==> src/rtl/key_pkg.sv <==
// Shared definitions for the key debouncer/decoder family.
// Holds the gesture state encoding and the default 50 MHz timing thresholds.
package key_pkg;

  typedef enum logic [2:0] {
    IDLE   = 3'd0,
    PRESS1 = 3'd1,
    WAIT2  = 3'd2,
    PRESS2 = 3'd3,
    LONG   = 3'd4
  } key_state_t;

  localparam int DEF_LONG_CNT   = 50_000_000;
  localparam int DEF_DCLICK_CNT = 15_000_000;
  localparam int DEF_REPEAT_CNT = 5_000_000;
  localparam int DEF_CNT_W      = 26;

endpackage

==> src/rtl/key_event_decoder.sv <==
// Classifies debounced key press/release pulses into short, long, repeat and
// double-click single-cycle events, with one shared cycle counter.
//
// state  | meaning
// IDLE   | key up, no gesture in progress
// PRESS1 | first press held, timing toward long_press
// WAIT2  | released, waiting for a second press within the double-click window
// PRESS2 | second press held, double_click fires on its release
// LONG   | long press reached, emitting key_repeat every REPEAT_CNT cycles
module key_event_decoder
  import key_pkg::*;
#(
  parameter int LONG_CNT   = DEF_LONG_CNT,
  parameter int DCLICK_CNT = DEF_DCLICK_CNT,
  parameter int REPEAT_CNT = DEF_REPEAT_CNT,
  parameter bit DCLICK_EN  = 1'b1,
  parameter int CNT_W      = DEF_CNT_W
) (
  input  logic clk,
  input  logic rst,
  input  logic key_press,
  input  logic key_release,
  output logic short_press,
  output logic long_press,
  output logic key_repeat,
  output logic double_click,
  output logic key_held
);

  localparam logic [CNT_W-1:0] LONG_TC   = CNT_W'(LONG_CNT - 1);
  localparam logic [CNT_W-1:0] DCLICK_TC = CNT_W'(DCLICK_CNT - 1);
  localparam logic [CNT_W-1:0] REPEAT_TC = CNT_W'(REPEAT_CNT - 1);

  key_state_t       r_state;
  logic [CNT_W-1:0] r_cnt;
  logic             w_press;
  logic             w_release;

  // A press and release in the same cycle carry no usable meaning; drop both.
  assign w_press   = key_press & ~key_release;
  assign w_release = key_release & ~key_press;

  always_ff @(posedge clk or posedge rst) begin
    if (rst) begin
      r_state      <= IDLE;
      r_cnt        <= '0;
      short_press  <= 1'b0;
      long_press   <= 1'b0;
      key_repeat   <= 1'b0;
      double_click <= 1'b0;
      key_held     <= 1'b0;
    end else begin
      short_press  <= 1'b0;
      long_press   <= 1'b0;
      key_repeat   <= 1'b0;
      double_click <= 1'b0;
      case (r_state)
        IDLE: begin
          if (w_press) begin
            r_state  <= PRESS1;
            r_cnt    <= '0;
            key_held <= 1'b1;
          end
        end
        PRESS1: begin
          // Release is checked first so it wins over a coincident long timeout.
          if (w_release) begin
            r_cnt    <= '0;
            key_held <= 1'b0;
            if (DCLICK_EN) begin
              r_state <= WAIT2;
            end else begin
              short_press <= 1'b1;
              r_state     <= IDLE;
            end
          end else if (r_cnt == LONG_TC) begin
            long_press <= 1'b1;
            r_state    <= LONG;
            r_cnt      <= '0;
          end else begin
            r_cnt <= r_cnt + 1'b1;
          end
        end
        LONG: begin
          if (w_release) begin
            r_state  <= IDLE;
            r_cnt    <= '0;
            key_held <= 1'b0;
          end else if (r_cnt == REPEAT_TC) begin
            key_repeat <= 1'b1;
            r_cnt      <= '0;
          end else begin
            r_cnt <= r_cnt + 1'b1;
          end
        end
        WAIT2: begin
          if (w_press) begin
            r_state  <= PRESS2;
            r_cnt    <= '0;
            key_held <= 1'b1;
          end else if (r_cnt == DCLICK_TC) begin
            short_press <= 1'b1;
            r_state     <= IDLE;
            r_cnt       <= '0;
          end else begin
            r_cnt <= r_cnt + 1'b1;
          end
        end
        PRESS2: begin
          if (w_release) begin
            double_click <= 1'b1;
            r_state      <= IDLE;
            key_held     <= 1'b0;
          end
        end
        default: begin
          r_state  <= IDLE;
          r_cnt    <= '0;
          key_held <= 1'b0;
        end
      endcase
    end
  end

endmodule

==> config.mk <==
export PLATFORM = sky130hd
export DESIGN_NAME = key_event_decoder
export DESIGN_NICKNAME = d
export VERILOG_FILES = /design/src/rtl/key_pkg.sv /design/src/rtl/key_event_decoder.sv
export SDC_FILE = /design/constraint.sdc
export NUM_CORES = 1
export LEC_CHECK = 0
export ABC_AREA = 1
export CAP_MARGIN = 20
export CORE_ASPECT_RATIO = 0.6
export CORE_MARGIN = 1
export CORE_UTILIZATION = 34
export DETAILED_ROUTE_END_ITERATION = 6
export GPL_ROUTABILITY_DRIVEN = 0
export PLACE_DENSITY_LB_ADDON = 0.3
export RECOVER_POWER = 50
export SYNTH_ARGS = -nofsm -noshare
export SYNTH_HDL_FRONTEND = slang
export SYNTH_SLANG_ARGS = --single-unit
==> constraint.sdc <==
create_clock -name clk -period 1.95 [get_ports clk]
set_input_delay 0.39 -clock clk [delete_from_list [all_inputs] [get_ports clk]]
set_output_delay 0.39 -clock clk [all_outputs]
set_load 0.05 [all_outputs]
==> results of run 1 <==
layer usage:
metal / vias to the layer above / GRT usage, %
li1: 1173 / -
met1: 1034 / 32.3
met2: 115 / 22.6
met3: 9 / 7.83
met4: 0 / 7.17
met5: - / 0
logic make-up after synthesis:
logic type,count (synthesis),synth area share [%]
buffers and inverters,57,9.85
XOR/XNOR,13,4.79
adder cells (fa/ha/maj),1,0.527
AND/OR/NAND/NOR,238,46.8
flip-flops,34,35.8
AO/OA/AOI/OAI,10,2.21
flip-flops by register name (all words and copies together), names as in the netlist:
signal        count
long_press        1
key_held          1
short_press       1
r_cnt            26
double_click      1
key_repeat        1
r_state           3
report_power, final:
group / internal, uW / switching, uW
clock: 506 / 320
combinational: 415 / 654
sequential: 773 / 70.6
repair_timing:
action                     4_1_cts  5_1_grt
buffers inserted                 0        1
setup endpoints to repair        0       24
resized for setup                0        6
cell usage after synthesis (all sizes together):
cell	count	area, um2
nor2	78	350
nor4	2	12.5
a22oi	1	7.51
nand3	28	155
xor2	13	114
clkinv	1	5.00
ha	1	12.5
nand2	101	397
nor3	13	91.3
a21oi	2	10.0
dfrtp	34	851
inv	53	199
o21ai	7	35.0
nand4	16	106
buf	3	30.0
cells in the final DEF, fill, tap and decap left out, types with 2 or more instances in the layout:
master / instances
nor2_2: 13
nand3_1: 25
nor3_2: 3
buf_4: 18
o21ai_0: 3
nand3_2: 3
nor2_1: 60
xor2_1: 13
nand2_2: 8
nand4_1: 15
nand2_1: 93
buf_12: 2
clkinv_2: 2
inv_2: 6
o21ai_1: 4
a21oi_1: 2
nor4_1: 2
clkbuf_16: 5
dfrtp_1: 34
clkdlybuf4s50_1: 7
nor3_1: 9
inv_1: 47
nor2_4: 5
critical path: stages, from the launching register on:
cell	delay, ns
dfrtp_1	0.41
ha_2	0.22
inv_2	0.07
nor2_4	0.13
nand2_2	0.08
nor2_4	0.11
nand3_2	0.11
nand2_2	0.11
nand4_2	0.14
clkinv_2	0.11
buf_4	0.18
nor2_2	0.04
worst max path at each step:
stage | start | cells after the start | slack (ns) | endpoint
after floorplan | r_cnt[0] | 11 | 0.36 | r_cnt[2]
after global placement | key_release | 9 | -0.04 | r_cnt[3]
after detailed placement | key_release | 9 | -0.01 | r_cnt[3]
after CTS | r_cnt[0] | 11 | 0.06 | r_cnt[3]
after global routing | r_cnt[0] | 11 | -0.01 | r_cnt[3]
final | r_cnt[0] | 11 | 0.12 | r_cnt[7]
through the flow:
stage                     power (uW)  hold WS [ns]  area (um2)
final                           2740         0.530        2880
after global routing            2890         0.552        2880
after CTS                       2720         0.518        2860
after detailed placement        1900         0.503        2710
after global placement          1900         0.499        2710
after floorplan                 1460         0.467        2380
final cells by class:
cell class | instances | area, um2 | area share [%]
flip-flops and latches | 34 | 851 | 29.5
multi-input cells | 262 | 1310 | 45.4
clock buffers | 6 | 139 | 4.82
well taps | 87 | 109 | 3.77
repair buffers | 29 | 260 | 9.02
clock inverters | 2 | 12.5 | 0.434
inverters | 54 | 204 | 7.07
==> metrics.csv, run 1 <==
stage,metric,value,unit
layout,diodes,0,
power,power_density,950,nW/um2
floorplan,pin_count,9,
critical_path,r2r_slack,0.12,ns
detailed_routing,drtIter0Drc,269,
critical_path,reg2reg_from,r_cnt[0],
synth,syn_inst,353,
detailed_routing,final_antenna_net_count,0,
place,post-place-cells,465,
clock_tree,h-tree-depth,2,
outcome,violations,design-rule violations,
global_route,grt_pass1_wl,10.6,mm
detailed_routing,wl_met1,3.58,mm
timing,final_hold_viol_count,0,
synth,synth_area,2380,um2
run,maxCapViolations,0,
hold_path,hold_path.class,reg2reg,
global_route,grt_overflow_total,0,
hold_path,hold_end,r_cnt[1],
timing,setup_violations,0,
timing,fmax,0.546,GHz
floorplan,die_area,7340,um2
detailed_routing,wirelength,6.72,mm
synth,syn_nets,358,
layout,final_nets,391,
floorplan,start_util,35.4,%
synth,ys_warn_count,0,
global_route,grtUsageTotal,20.3,%
layout,layout.cells.non_filler,474,
clock_tree,cts_tree,built,
detailed_routing,drt-pass1-iter-count,7,
clock_tree,clk_latency,0.29,ns
synth,synth_seq_cells,34,
floorplan,core-area,6710,um2
critical_path,cp-start-kind,flip-flop,
detailed_routing,wl_met3,805,um
timing,worstMarginPinSlew,0.874,ns
place,dp_slack,-0.0128,ns
synth,yosysSeqAreaShare,35.8,%
floorplan,die_h,66.8,um
clock_tree,cts.path.max_buffers,2,
global_route,grt_pass1_vias,2043,
power,leakagePower,0.00133,uW
timing,period_share,94.0,%
layout,final_util,43.0,%
layout,n_fill_cell,697,
timing,slew_headroom,41.8,%
critical_path,cp_max_fo,7,
layout,drive_gt1_share,18.3,%
floorplan,die_w,110,um
timing,slew_viol_final,0,
global_route,antenna_found_initial,0,
clock_tree,holdBufCountCts,0,
synth,ys_types,25,
floorplan,rows,23,
clock_tree,numCtsBuffers,5,
detailed_routing,highest_layer,met4,
detailed_routing,avgViaCountPerCell,4.92,
critical_path,timing_worst_setup_path_type,reg2reg,
clock_tree,clk_pin_slew_worst_paths,0.06,ns
global_route,grt_max_degree,35,
timing,setup_ws,0.118,ns
detailed_routing,vias,2331,
power,peakVddDrop,0.636,mV
synth,synth.avg_cell_area,6.73,um2
detailed_routing,route.detailed.drc,2,
critical_path,crit_arrival,2.01,ns
place,io_buffers,8,
timing,fin_skew,0.00548,ns
layout,area.growth.synth_to_final,21.4,%
critical_path,r2r-end,r_cnt[7],
outcome,outcome,"complete, but fails checks",
place,hpwl,5.28,mm
detailed_routing,wl_per_cell,14.2,um
timing,fin_setup_tns,0,ns
critical_path,cp-end-kind,flip-flop,
critical_path,worst_r2r_path_depth,11,
clock_tree,cts-root-buf,clkbuf_16,
timing,period_minus_slack,1.83,ns
hold_path,hp-start,r_cnt[1],
clock_tree,cts_sinks,34,
hold_path,holdPathStages,2,
critical_path,required,2.13,ns
detailed_routing,wl_met2,2.24,mm
No activity file was read; power rests on OpenSTA's default activity.
==> run 2, diff against run 1 <==
--- a/config.mk
+++ b/config.mk
@@ -7,13 +7,16 @@
 export LEC_CHECK = 0
 export ABC_AREA = 1
 export CAP_MARGIN = 20
-export CORE_ASPECT_RATIO = 0.6
+export CELL_PAD_IN_SITES_DETAIL_PLACEMENT = 2
+export CELL_PAD_IN_SITES_GLOBAL_PLACEMENT = 2
+export CORE_ASPECT_RATIO = 2
 export CORE_MARGIN = 1
 export CORE_UTILIZATION = 34
 export DETAILED_ROUTE_END_ITERATION = 6
 export GPL_ROUTABILITY_DRIVEN = 0
 export PLACE_DENSITY_LB_ADDON = 0.3
 export RECOVER_POWER = 50
+export REMOVE_ABC_BUFFERS = 1
 export SYNTH_ARGS = -nofsm -noshare
 export SYNTH_HDL_FRONTEND = slang
 export SYNTH_SLANG_ARGS = --single-unit
==> run 2 against run 1 <==
Clock skew grew 0.0011 ns. The run ends with negative setup slack left. Combinational power grew 18%. Largest cell class unchanged. Sequential cell count is the same.
==> metrics.csv, run 2 (synthesis gave the netlist of run 1 again) <==
stage,metric,value,unit,change
clock_tree,clk_latency,0.30,ns,about the same
power,clkPwrFrac,28.6,%,-1.6 points
detailed_routing,drtIter0Drc,126,,-53%
detailed_routing,wl_met1,4.25,mm,+19%
floorplan,pin_count,9,,unchanged
critical_path,timing_worst_setup_path_type,reg2reg,,
clock_tree,h-tree-depth,2,,unchanged
global_route,antenna_found_initial,0,,unchanged
place,io_buffers,8,,unchanged
outcome,outcome,"complete, but fails checks",,
clock_tree,holdBufCountCts,0,,unchanged
global_route,grt_pass1_vias,3181,,+56%
critical_path,required,2.08,ns,-0.05 ns
critical_path,slowest_stage,dfrtp_2,,
clock_tree,numCtsBuffers,5,,unchanged
critical_path,worst-path-buf-inv,3,,unchanged
run,maxCapViolations,0,,unchanged
power,share_comb_of_total_power,42.1,%,+3.1 points
detailed_routing,wl_per_cell,25.6,um,+81%
timing,slew_viol_final,0,,unchanged
place,hpwl,7.70,mm,+46%
layout,final_nets,401,,+2.6%
power,internal_power,1740,uW,+2.8%
timing,fin_skew,0.00655,ns,+0.00107 ns
floorplan,die_area,7350,um2,+0.12%
layout,regMostFlops,r_cnt,,
power,power_density,978,nW/um2,+3.0%
detailed_routing,route.detailed.drc,0,,-2
global_route,grt_overflow_total,0,,unchanged
timing,holdWs,0.558,ns,+0.0276 ns
layout,final_common_cell,nand2_1,,
critical_path,path_cells,"ha_4, inv_1, nor2_4, buf_4, inv_1, nor3_1, nand2_1, nand4_1, nand4_1",,
timing,fmax,0.486,GHz,-11%
clock_tree,cts.path.max_buffers,2,,unchanged
outcome,violations,negative setup slack,,
timing,period_share,106,%,+12 points
detailed_routing,vias,2732,,+17%
layout,drive_gt1_share,25.2,%,+6.8 points
critical_path,slowest_delay,0.45,ns,+0.04 ns
hold_path,hold_path.class,reg2reg,,
layout,reg_top3,"r_cnt: 26 flops, r_state: 3 flops",,
detailed_routing,wirelength,12.4,mm,+85%
layout,largest_reg_flops,26,,unchanged
global_route,grt_pass1_wl,18.4,mm,+73%
power,peakVddDrop,0.740,mV,+16%
clock_tree,cts-root-buf,clkbuf_16,,
detailed_routing,avgViaCountPerCell,5.63,,+15%
floorplan,rows,42,,+83%
global_route,grtUsageTotal,36.1,%,+16 points
critical_path,r2r_slack,-0.11,ns,-0.23 ns
critical_path,crit_family,simple AND/OR/NAND/NOR gates,,
detailed_routing,wl_met2,6.72,mm,+200%
detailed_routing,wl_met3,415,um,-48%
timing,rsz0062_at_grt,yes,,
power,leakagePower,0.00140,uW,+5.2%
clock_tree,cts_sinks,34,,unchanged
detailed_routing,drt-pass1-iter-count,4,,-3
timing,final_hold_viol_count,0,,unchanged
critical_path,crit_arrival,2.19,ns,+0.18 ns
power,p_seq_share,29.2,%,-1.6 points
power,p_total,2990,uW,+9.3%
floorplan,die_h,120,um,+80%
timing,setup_ws,-0.108,ns,-0.226 ns
timing,setup_violations,10,,+10
power,p_sw_share,41.8,%,+3.7 points
floorplan,start_util,35.6,%,+0.17 points
critical_path,cp-end-kind,flip-flop,,
clock_tree,clk_pin_slew_worst_paths,0.06,ns,about the same
critical_path,cp-start-kind,flip-flop,,
detailed_routing,highest_layer,met4,,
layout,n_fill_cell,791,,+13%
layout,area.growth.synth_to_final,28.8,%,
timing,period_minus_slack,2.06,ns,+0.226 ns
clock_tree,cts_tree,built,,
timing,worstMarginPinSlew,0.949,ns,+0.0757 ns
layout,diodes,0,,unchanged
layout,mostFrequentLayoutCells,"89 x nand2_1, 56 x nor2_1, 46 x inv_1, 27 x dfrtp_1, 25 x buf_4",,
floorplan,die_w,61.1,um,-44%
timing,slew_headroom,36.7,%,-5.0 points
detailed_routing,final_antenna_net_count,0,,unchanged
global_route,grt_max_degree,35,,unchanged
power,p_sw,1250,uW,+20%
critical_path,cp_max_fo,4,,-3
floorplan,core-area,6670,um2,-0.47%
run 2: path summary, 6_finish.rpt:
kind | start | to | depth (start not counted)
max reg2reg | r_cnt[0] | r_cnt[6] | 9
max in group asynchronous | rst | r_cnt[6] | 3
min reg2reg | key_held | key_held | 2
min in group asynchronous | rst | r_cnt[3] | 3
max | r_cnt[0] | r_cnt[6] | 9
min | key_held | key_held | 2
run 2: routing by layer:
metal | vias to the layer above | track usage (%)
met5 | - | 0
met4 | 0 | 29.1
met3 | 53 | 4.17
met2 | 110 | 61.8
met1 | 1383 | 36.9
li1 | 1186 | -
run 2: what timing repair did:
action                                  in CTS  in global routing
buffers inserted                             1                  2
endpoints found under the setup margin      24                 28
pin swaps                                    0                  8
gates resized for setup                     16                 16
run 2: power groups by stage:
| stage | registers [uW] | logic, uW | clock network, uW |
|---|---|---|---|
| final | 874 | 1260 | 857 |
| after global routing | 880 | 1310 | 879 |
| after CTS | 863 | 1230 | 860 |
| after detailed placement | 856 | 1100 | 0 |
| after global placement | 853 | 1060 | 0 |
| after floorplan | 880 | 492 | 0 |
run 2: cell type report:
cell class                      count  area, um2  share of cell area [%]
Inverter                           54        204                    6.66
Tap cell                           88        110                    3.60
Multi-Input combinational cell    262       1380                    45.1
Sequential cell                    34        860                    28.1
Clock buffer                        6        139                    4.54
Timing Repair Buffer               39        355                    11.6
Clock inverter                      2       12.5                   0.409
run 2: tightest hold or removal path, delay by kind of cell (launching register included):
family / cells / cell delay [ns]
buffers and inverters: 1 / 0.05
AOI/OAI and AO/OA: 1 / 0.07
DFF: 1 / 0.38
run 2: stage by stage:
stage,cells,setup slack [ns],setup TNS (ns),utilization (%),area [um2]
6_report,485,-0.108,-0.234,45.9,3060
5_1_grt,485,-0.108,-1.79,45.9,3060
4_1_cts,483,0.0146,0,44.6,2980
3_5_place_dp,474,-0.0548,-0.0748,41.5,2770
3_3_place_gp,474,0.0345,0,41.5,2770
2_1_floorplan,350,0.369,0,-,2350
==> run 3, diff against run 2 <==
--- a/config.mk
+++ b/config.mk
@@ -14,7 +14,7 @@
 export CORE_UTILIZATION = 34
 export DETAILED_ROUTE_END_ITERATION = 6
 export GPL_ROUTABILITY_DRIVEN = 0
-export PLACE_DENSITY_LB_ADDON = 0.3
+export PLACE_DENSITY_LB_ADDON = 0.08
 export RECOVER_POWER = 50
 export REMOVE_ABC_BUFFERS = 1
 export SYNTH_ARGS = -nofsm -noshare
==> run 3 against run 2 <==
The run now ends clean. First-iteration DRC count shrank 33%. Wire length shrank 16%. Maximum frequency grew 9.1%. Hold slack lost 0.038 ns. Register-to-register slack gained 0.17 ns. Sequential cell count is the same. Combinational power shrank 11%. Core utilization shrank 0.39 points. Cell count grew 1.9%. Sequential share of layout area is essentially flat. Sequential power shrank 3.7%.
==> metrics.csv, run 3 (synthesis gave the netlist of run 1 again) <==
stage,metric,value,unit,change
critical_path,cp-startpoint,r_cnt[11],,
detailed_routing,final_antenna_net_count,0,,unchanged
clock_tree,cts_tree,built,,
timing,slew_viol_final,0,,unchanged
place,hpwl,7.93,mm,+2.9%
global_route,grt_pass1_vias,2992,,-5.9%
clock_tree,clk_pin_slew_worst_paths,0.06,ns,about the same
clock_tree,cts_sinks,34,,unchanged
global_route,grt_max_degree,35,,unchanged
critical_path,required,2.12,ns,+0.04 ns
floorplan,die_h,120,um,unchanged
power,internal_power,1690,uW,-2.9%
critical_path,cp-end-kind,flip-flop,,
critical_path,crit_end,r_cnt[2],,
clock_tree,numCtsBuffers,5,,unchanged
detailed_routing,vias,2599,,-4.9%
run,maxCapViolations,0,,unchanged
floorplan,rows,42,,unchanged
clock_tree,h-tree-depth,2,,unchanged
clock_tree,cts.path.max_buffers,2,,unchanged
layout,reg_top3,"r_cnt: 26 flops, r_state: 3 flops",,
floorplan,die_area,7350,um2,unchanged
clock_tree,cts_setup_buffers,0,,-1
critical_path,crit_arrival,2.06,ns,-0.13 ns
layout,diodes,0,,unchanged
floorplan,start_util,35.6,%,unchanged
critical_path,timing_worst_setup_path_type,reg2reg,,
global_route,grt_pass1_wl,15.4,mm,-16%
layout,final_common_cell,nand2_1,,
timing,period_share,96.8,%,-8.8 points
timing,slew_headroom,37.4,%,+0.65 points
power,clkPwrFrac,29.9,%,+1.3 points
global_route,grtUsageTotal,30.3,%,-5.8 points
clock_tree,holdBufCountCts,0,,unchanged
power,p_seq_share,30.1,%,+0.9 points
timing,fin_skew,0.00416,ns,-0.00239 ns
detailed_routing,wirelength,10.5,mm,-16%
critical_path,r2r-end,r_cnt[2],,
detailed_routing,route.detailed.drc,0,,unchanged
layout,regMostFlops,r_cnt,,
detailed_routing,wl_per_cell,21.2,um,-17%
layout,drive_gt1_share,23.4,%,-1.8 points
global_route,antenna_found_initial,0,,unchanged
timing,period_minus_slack,1.89,ns,-0.171 ns
critical_path,reg2reg_from,r_cnt[11],,
power,leakagePower,0.00143,uW,+1.7%
floorplan,pin_count,9,,unchanged
clock_tree,cts-root-buf,clkbuf_16,,
power,share_comb_of_total_power,40.1,%,-2.0 points
power,power_density,922,nW/um2,-5.7%
power,p_sw,1110,uW,-12%
detailed_routing,avgViaCountPerCell,5.26,,-6.6%
hold_path,hold_path.class,reg2reg,,
critical_path,cp_max_fo,6,,+2
outcome,outcome,"complete, no violations",,
clock_tree,clk_latency,0.29,ns,about the same
critical_path,cp-start-kind,flip-flop,,
detailed_routing,drtIter0Drc,85,,-33%
layout,largest_reg_flops,26,,unchanged
layout,mostFrequentLayoutCells,"93 x nand2_1, 56 x nor2_1, 47 x inv_1, 38 x buf_4, 34 x dfrtp_1",,
timing,worstMarginPinSlew,0.940,ns,-0.00974 ns
detailed_routing,drt-pass1-iter-count,4,,unchanged
timing,holdWs,0.520,ns,-0.0382 ns
floorplan,core-area,6670,um2,unchanged
timing,fmax,0.530,GHz,+9.1%
timing,rsz0062_at_grt,yes,,
critical_path,worst_r2r_path_depth,11,,+2
layout,final_util,45.5,%,-0.39 points
layout,area.growth.synth_to_final,27.7,%,
power,p_sw_share,39.5,%,-2.3 points
critical_path,r2r_slack,0.06,ns,+0.17 ns
place,io_buffers,8,,unchanged
global_route,grt_overflow_total,0,,unchanged
power,peakVddDrop,1.02,mV,+37%
timing,final_hold_viol_count,0,,unchanged
floorplan,die_w,61.1,um,unchanged
timing,setup_violations,0,,-10
layout,final_nets,410,,+2.2%
## run 3: changes by cell type in the layout (fill, tap and decap cells not counted), moves of 2 or more
cell     change
buf_12       -2
buf_4       +13
buf_6        -2
dfrtp_1      +7
dfrtp_2      -7
nand2_1      +4
nand2_2      -3
nand3_2      +2
nand3_4      -2
## run 3: power groups by stage
| stage | sequential (uW) | clock [uW] | combinational, uW |
|---|---|---|---|
| 2_1_floorplan | 880 | 0 | 492 |
| 3_3_place_gp | 849 | 0 | 1080 |
| 3_5_place_dp | 854 | 0 | 1120 |
| 4_1_cts | 842 | 856 | 1130 |
| 5_1_grt | 848 | 871 | 1200 |
| 6_report | 842 | 835 | 1120 |
## run 3: through the flow
stage | instance area, um2 | power, uW | cells | TNS [ns] | setup slack [ns]
after floorplan | 2350 | 1370 | 350 | 0 | 0.369
after global placement | 2850 | 1930 | 486 | -0.0240 | -0.0240
after detailed placement | 2850 | 1970 | 486 | -0.672 | -0.0905
after CTS | 3000 | 2820 | 494 | 0 | 0.0145
after global routing | 3030 | 2920 | 494 | -0.0857 | -0.0843
final | 3030 | 2800 | 494 | 0 | 0.0632
## run 3: routing by layer
metal / wire length, um / vias to the layer above / GRT usage [%] / share of wire, %
met2: 6090 / 47 / 58.8 / 58
li1: - / 1203 / - / -
met5: 0 / - / 0 / 0
met4: 658 / 0 / 17.0 / 6.3
met3: 177 / 34 / 3.21 / 1.7
met1: 3550 / 1315 / 27.8 / 34
## run 3: worst min path at each step
stage / startpoint / end / slack [ns] / cells after the start
3_5_place_dp: r_cnt[1] / r_cnt[1] / 0.51 / 2
3_3_place_gp: r_cnt[1] / r_cnt[1] / 0.49 / 2
6_report: r_cnt[1] / r_cnt[1] / 0.52 / 2
4_1_cts: r_cnt[1] / r_cnt[1] / 0.52 / 2
5_1_grt: r_cnt[1] / r_cnt[1] / 0.56 / 2
2_1_floorplan: r_cnt[0] / r_cnt[0] / 0.47 / 1
## run 3: cell type report
cell class	count	area, um2
clock buffer	7	143
clock inverter	1	5.00
fill	832	3640
inverter	54	204
multi-input combinational	262	1330
sequential	34	851
tap	88	110
timing repair buffer	48	390
## run 3: repair_timing
item,in CTS,in global routing
resized for setup,1,12
endpoints found under the hold margin,0,0
pin swaps,0,2
endpoints found under the setup margin,4,23
## run 3: critical path, cell delays in order, from the launching register on
cell      delay (ns)
dfrtp_1         0.46
inv_1           0.18
nand2_1         0.08
nor2_1          0.12
nand2_1         0.07
nor2_1          0.12
nand2_1         0.11
nand2_2         0.14
nand4_2         0.15
clkinv_2        0.09
buf_4           0.18
nor2_1          0.06
